==> config.mk <==
export PLATFORM = sky130hd
export DESIGN_NAME = bp_cfg_boot_sequencer
export DESIGN_NICKNAME = d
export VERILOG_FILES = /design/src/rtl/bp_cfg_boot_sequencer.sv
export SDC_FILE = /design/constraint.sdc
export NUM_CORES = 1
export LEC_CHECK = 0
export CAP_MARGIN = 20
export CORE_MARGIN = 2
export CORE_UTILIZATION = 45
export CTS_CLUSTER_DIAMETER = 80
export DETAILED_ROUTE_END_ITERATION = 10
export GPL_TIMING_DRIVEN = 0
export PLACE_DENSITY = 0.86
export SLEW_MARGIN = 10
export SYNTH_ARGS = -nofsm -noshare
export SYNTH_HDL_FRONTEND = slang
export SYNTH_SLANG_ARGS = --single-unit
==> constraint.sdc <==
create_clock -name clk_i -period 3.55 [get_ports clk_i]
set_clock_uncertainty 0.1 [all_clocks]
set_input_delay 0.355 -clock clk_i [delete_from_list [all_inputs] [get_ports clk_i]]
set_output_delay 0.355 -clock clk_i [all_outputs]
set_load 0.05 [all_outputs]
==> src/rtl/bp_cfg_boot_sequencer.sv <==
// bp_cfg_boot_sequencer: boot-time config master that freezes all cores, loads CCE ucode, sets CCE mode, then unfreezes.
// Define BP_CFG_BOOT_SKIP_UCODE_EN to skip ucode loading and boot the CCEs in uncached mode.
module bp_cfg_boot_sequencer #(
   parameter int num_core_p = 2,
   parameter int cfg_core_width_p = 8,
   parameter int cfg_addr_width_p = 16,
   parameter int cfg_data_width_p = 32,
   parameter int num_cce_instr_ram_els_p = 256,
   parameter int cce_instr_width_p = 2 * cfg_data_width_p,
   localparam int core_w = (num_core_p > 1) ? $clog2(num_core_p) : 1,
   localparam int instr_w = (num_cce_instr_ram_els_p > 1) ? $clog2(num_cce_instr_ram_els_p) : 1
) (
   input  logic                         clk_i,
   input  logic                         reset_n_i,
   output logic                         cfg_v_o,
   input  logic                         cfg_ready_i,
   output logic [cfg_core_width_p-1:0]  cfg_core_o,
   output logic [cfg_addr_width_p-1:0]  cfg_addr_o,
   output logic [cfg_data_width_p-1:0]  cfg_data_o,
   output logic [instr_w-1:0]           rom_addr_o,
   input  logic [cce_instr_width_p-1:0] rom_data_i,
   output logic                         done_o
);
   typedef enum logic [2:0] {S_FREEZE, S_UC_RD, S_UC_LO, S_UC_HI, S_MODE, S_UNFREEZE, S_DONE} state_e;
   state_e state, state_n;
   logic [core_w-1:0] c, c_n;
   logic [instr_w-1:0] i, i_n;
   logic [cce_instr_width_p-1:0] hold;
   logic run, acc, last_c, last_i;
   logic [cfg_addr_width_p-1:0] wr_addr;
   logic [cfg_data_width_p-1:0] wr_data;
   assign acc = cfg_v_o & cfg_ready_i;
   assign last_c = c == core_w'(num_core_p - 1);
   assign last_i = i == instr_w'(num_cce_instr_ram_els_p - 1);
   always_ff @(posedge clk_i or negedge reset_n_i) begin
      if (!reset_n_i) begin
         state <= S_FREEZE;
         c <= '0;
         i <= '0;
         hold <= '0;
         run <= 1'b0;
      end else begin
         state <= state_n;
         c <= c_n;
         i <= i_n;
         run <= 1'b1;
         if (state == S_UC_RD) hold <= rom_data_i;
      end
   end
   // run holds off the first freeze write for one cycle so cfg_v_o leaves reset low
   always_comb begin
      state_n = state;
      c_n = c;
      i_n = i;
      cfg_v_o = 1'b0;
      wr_addr = '0;
      wr_data = '0;
      case (state)
         S_FREEZE: begin
            cfg_v_o = run;
            wr_addr = cfg_addr_width_p'(16'h0001);
            wr_data = cfg_data_width_p'(1);
            if (acc) begin
               c_n = last_c ? '0 : c + core_w'(1);
`ifdef BP_CFG_BOOT_SKIP_UCODE_EN
               state_n = last_c ? S_MODE : S_FREEZE;
`else
               state_n = last_c ? S_UC_RD : S_FREEZE;
`endif
            end
         end
         S_UC_RD: state_n = S_UC_LO;
         S_UC_LO: begin
            cfg_v_o = 1'b1;
            wr_addr = cfg_addr_width_p'(16'h8000) + cfg_addr_width_p'({i, 1'b0});
            wr_data = hold[cfg_data_width_p-1:0];
            if (acc) state_n = S_UC_HI;
         end
         S_UC_HI: begin
            cfg_v_o = 1'b1;
            wr_addr = cfg_addr_width_p'(16'h8000) + cfg_addr_width_p'({i, 1'b1});
            wr_data = hold[2*cfg_data_width_p-1:cfg_data_width_p];
            if (acc) begin
               i_n = last_i ? '0 : i + instr_w'(1);
               c_n = !last_i ? c : (last_c ? '0 : c + core_w'(1));
               state_n = (last_i && last_c) ? S_MODE : S_UC_RD;
            end
         end
         S_MODE: begin
            cfg_v_o = 1'b1;
            wr_addr = cfg_addr_width_p'(16'h0002);
`ifdef BP_CFG_BOOT_SKIP_UCODE_EN
            wr_data = cfg_data_width_p'(1);
`else
            wr_data = '0;
`endif
            if (acc) begin
               c_n = last_c ? '0 : c + core_w'(1);
               state_n = last_c ? S_UNFREEZE : S_MODE;
            end
         end
         S_UNFREEZE: begin
            cfg_v_o = 1'b1;
            wr_addr = cfg_addr_width_p'(16'h0001);
            if (acc) begin
               c_n = last_c ? '0 : c + core_w'(1);
               state_n = last_c ? S_DONE : S_UNFREEZE;
            end
         end
         default: state_n = state;
      endcase
   end
   assign cfg_core_o = cfg_v_o ? cfg_core_width_p'(c) : '0;
   assign cfg_addr_o = cfg_v_o ? wr_addr : '0;
   assign cfg_data_o = cfg_v_o ? wr_data : '0;
   assign done_o = state == S_DONE;
`ifdef BP_CFG_BOOT_SKIP_UCODE_EN
   assign rom_addr_o = '0;
`else
   assign rom_addr_o = i;
`endif
endmodule

; After elaboration in Yosys (flattened, before gate mapping)
; Cells that the tools add are included.
; Widths: inputs -> output; s select.
[totals]
reg_bits = 77
latch_bits = 0
ram_bits = 0
romBits = 0
input_bits = 67
output_inout_bits = 66
word_cells = 56
n_memories = 0
[classes]
add_sub_neg = 4
multipliers = 0
div = 0
magnitude_cmp = 0
eq_ne = 14
n_shift = 0
mux = 22
bitwise_logic = 1
reduce_logical = 10
[op_table]
columns = op, n
row1 = $pmux 32 s3, 1
row2 = $pmux 16 s4, 1
row3 = $add 16x9->16 const A, 2
row4 = $mux 32, 1
row5 = $mux 3, 6
row6 = $pmux 3 s6, 1
row7 = $mux 16, 1
row8 = $ne 2x2->1 const B, 6
row9 = $eq 3x3->1 const B, 3
row10 = $add 8x1->8 const B, 1
row11 = $eq 8x8->1 const B, 1
row12 = $mux 8, 1
row13 = $mux 1, 7
row14 = $eq 3x2->1 const B, 2
row15 = $reduce_and 6->1, 1
row16 = $reduce_bool 6->1, 1
row17 = $pmux 1 s2, 2
row18 = $reduce_and 4->1, 1
row19 = $reduce_or 4->1, 1
row20 = $eq 3x1->1 const B, 1
row21 = $logic_not 3->1, 1
row22 = $reduce_or 3->1, 1
row23 = $mux 2, 1
row24 = $ne 2x1->1 const B, 1
row25 = 6 further kinds, 6

; Logic depth before layout (Yosys ltp)
[depth]
ltp_word = 6
depth_mapped = 6
depth_no_buf = 5

; Least setup slack after synthesis
; Ideal clock, no wire load.
[synth_path]
kind = register to output
from = register state[0]
to = output port cfg_core_o[0]
arrival_ns = 2.117
slack_ns = 0.978
stages_incl_launch_ff = 6
path_buffers = 1
cell_sequence = dfrtp_1 -> buf_2 -> nor2b_1 -> nor3_1 -> a21oi_1 -> and2_1
[synth_between]
elab_chain_cells = 4
elab_cells_between_ends = 8
classes_between = 4 x eq/ne / 2 x mux / 2 x reduce/logical
[synth_rtl]
columns = element, line
row1 = start: declaration, 25  ; state_e state, state_n;
row2 = start signal: assignment, 43  ; state <= state_n;
row3 = $eq 3x3->1 / $eq 3x2->1 (equally long branches), 58  ; case (state)
row4 = $reduce_or 4->1 (no source line), -
row5 = $pmux 1 s2 (*), 58
row6 = via cfg_v_o, 15  ; output logic cfg_v_o,
row7 = $mux 1 (*), 113  ; assign cfg_core_o = cfg_v_o ? cfg_core_width_p'(c) : '0;
row8 = end: declaration, 17  ; output logic [cfg_core_width_p-1:0] cfg_core_o,
; Mark *: on every way through the listed nets, which the timed path passes. The rest lies on a longest branch.

; Final worst setup path
[layout_path]
from = register state[2]
to = output port cfg_data_o[23]
[layout_between]
elab_chain_cells = 4
elab_cells_between_ends = 9
classes_between = 4 x eq/ne / 3 x mux / 2 x reduce/logical
[layout_rtl]
columns = element, line
row1 = $eq 3x3->1 / $eq 3x2->1 (equally long branches), 58
row2 = $reduce_or 4->1 (no source line), -
row3 = $pmux 1 s2, 58
row4 = $mux 32 (*), 115  ; assign cfg_data_o = cfg_v_o ? wr_data : '0;
row5 = end: declaration, 19  ; output logic [cfg_data_width_p-1:0] cfg_data_o,
; Every way passes the cells marked *; elsewhere a longest branch is shown, timed or not.

==> qor.txt <==
status = complete, no violations
GRT Total Usage = 19.8%
Die Area = 9120 sq um
DRT iter0 DRCs = 82
most common cell after layout, fill and taps aside = clkdlybuf4s50_1
Clock Latency Late Sink = 330 ps
Pwr Total = 5750 uW
Sw Share = 46.3%
initial core utilization = 46.1%
max-cap violations = 0
DR vias/cell = 4.99
CP Max Fanout = 10
Die H = 95.5 microns
CTS H-tree depth = 3
Util after Layout = 65.9%
Yosys cell types = 40
final hold vios = 0
P_leak = 0.00234 uW
R2R Setup Slk = 1640 ps
Synth Register Bits = 77
peak supply drop = 0.000702 V
Area contributors post-synth = dfrtp_1 (51%), mux2_2 (18%), mux2i_1 (8.8%)
Clk pwr share = 12.4%
Netlist Area Pre-Place = 3770 sq um
first-pass detailed-route iteration total = 5
hpwl dp = 6190 microns
Crit path required time = 3090 ps
Final setup viols = 0
Hold Path Class = in -> async
internal power = 3090 uW
wire per inst = 14.9 microns
DRC violations left = 0
via count = 2,817
CTS Buf Count = 9
crit path DAT = 2570 ps
I/O Buffers = 119
fin. max-slew vios = 0
setup ws final = 527 ps
Post-Synthesis Cells = 311
crit path launch = state[2]
placed insts = 548
gpl congestion = 0.743
CP Capture Type = output port
most frequent cells in the layout = clkdlybuf4s50_1 (118), dfrtp_1 (77), mux2_2 (59)
clock sinks = 77
Slew @ Worst Pin = 619 ps
vias in the first global route = 2,876
Layout Cells excl Fill = 565
antenna violations before repair = 0
Avg Inst Size Synth = 12.1 sq um
Ys Warns = 0
number of setup buffers added after CTS = 0
share of cells above drive strength 1 = 22.8%
pwr dens = 1070 nW/um^2
ANT cells = 0
Core ar. = 8180 sq um
WS Path Type = reg -> out
CTS tree = yes
deepest clock path buffer count = 2
Slew Limit Headroom = 58.6%
# nets final = 523
Final Critical Period = 3020 ps
reg2reg start = state[1]
dpl ws = 870 ps
post-synthesis sequential area ratio = 51.2%
Synth top area share = 51.2%
GR Overflow Total = 0
Worst-path clk slew = 80 ps
fin crit share = 85.2%
Startpoint Class = flop
final antenna-violating net count = 0
Comb pwr share = 60.8%
chip width = 95.5 microns
DRT Wirelength = 8440 microns
area grow syn2layout = 43.0%
RSZ-0062 raised after global routing = no
largest net degree at the start of global routing = 62
Fin Setup TNS = 0 ps
CTS root buf = clkbuf_8
Synth area leader = dfrtp_1
IO Pins = 133
# rows = 33
f_max = 331 MHz
first-pass GRT wire length = 13,700 microns
Flop pwr share = 26.8%
Psw = 2660 uW
[critical path: stages, from the launching register on]
cell and delay, ps:
dfrtp_1 330, buf_2 190, nand2b_1 120, clkbuf_1 270, clkbuf_1 450, nor2_1 140, clkdlybuf4s50_1 730
[worst paths after layout]
check,endpoint,depth (start not counted)
max in group asynchronous,rom_addr_o[5],3
min in group clk_i,hold[33],1
worst min register to register,hold[33],1
worst max register to register,hold[27],4
worst max-delay path,cfg_data_o[23],6
worst min-delay path,hold[16],2
[state kept, by name (all words and copies together) (netlist names)]
signal	flops
c	1
run	1
hold	64
rom_addr_o	8
state	3
[stage by stage]
stage                     area [sq um]  hold slack (ps)
after CTS                         5390              306
after detailed placement          5160              145
final                             5390              334
after floorplan                   3810            -40.6
after global placement            5130              367
after global routing              5390              338
[layer usage]
| layer | part of all wire, % | track usage [%] | vias to the layer above |
|---|---|---|---|
| li1 | - | - | 1343 |
| met1 | 42 | 24.2 | 1362 |
| met3 | 7.9 | 6.01 | 8 |
| met5 | 0 | 0 | - |
| met4 | 0.68 | 6.31 | 0 |
| met2 | 49 | 33.6 | 104 |
[layout make-up]
| class | instances | area (sq um) |
|---|---|---|
| fill | 645 | 2790 |
| sequential | 77 | 1930 |
| multi-input combinational | 211 | 1650 |
| timing repair buffer | 121 | 1230 |
| buffer | 32 | 225 |
| clock buffer | 11 | 131 |
| tap | 105 | 131 |
| clock inverter | 5 | 85.1 |
| inverter | 3 | 11.3 |
[power groups by stage]
stage | logic, uW | clock network, uW | registers, uW
2_1_floorplan | 2430 | 0 | 1570
3_3_place_gp | 3470 | 0 | 1530
3_5_place_dp | 3520 | 0 | 1560
4_1_cts | 3540 | 735 | 1540
5_1_grt | 3720 | 777 | 1600
6_report | 3500 | 715 | 1540
[logic make-up (layout without fill, tap and decap cells)]
| kind of cell | after synthesis | after routing | synth area share (%) |
|---|---|---|---|
| buffers and inverters | 35 | 172 | 6.28 |
| AOI/OAI and AO/OA | 23 | 23 | 3.79 |
| and+or+nand+nor | 72 | 72 | 9.40 |
| adders and majority gates | 1 | 1 | 0.332 |
| muxes | 97 | 97 | 27.9 |
| DFF | 77 | 77 | 51.2 |
| xor gates and xnor gates | 4 | 4 | 0.930 |
| other | 2 | 14 | 0.199 |
[Yosys cell counts (all sizes together)]
library cell,n
ha,1
clkbuf,6
nand2b,1
and3,1
conb,2
nor2,37
nand3b,1
o31ai,3
nor2b,2
nand2,9
nand3,3
a211oi,1
mux2,64
inv,3
a31o,1
a21oi,6
and4b,1
nor3,3
a21boi,1
o21bai,1
o21ai,7
dfrtp,77
o211ai,1
nand4,4
mux2i,33
and4,1
o21a,1
and2,8
xor2,2
buf,26
o2111ai,1
nor3b,1
xnor2,2
[what timing repair did]
action                                 4_1_cts  5_1_grt
endpoints found under the hold margin       16        0
hold buffers                                 1        0
gates resized for setup                      0        0
Power figures use the tool's default switching activity.
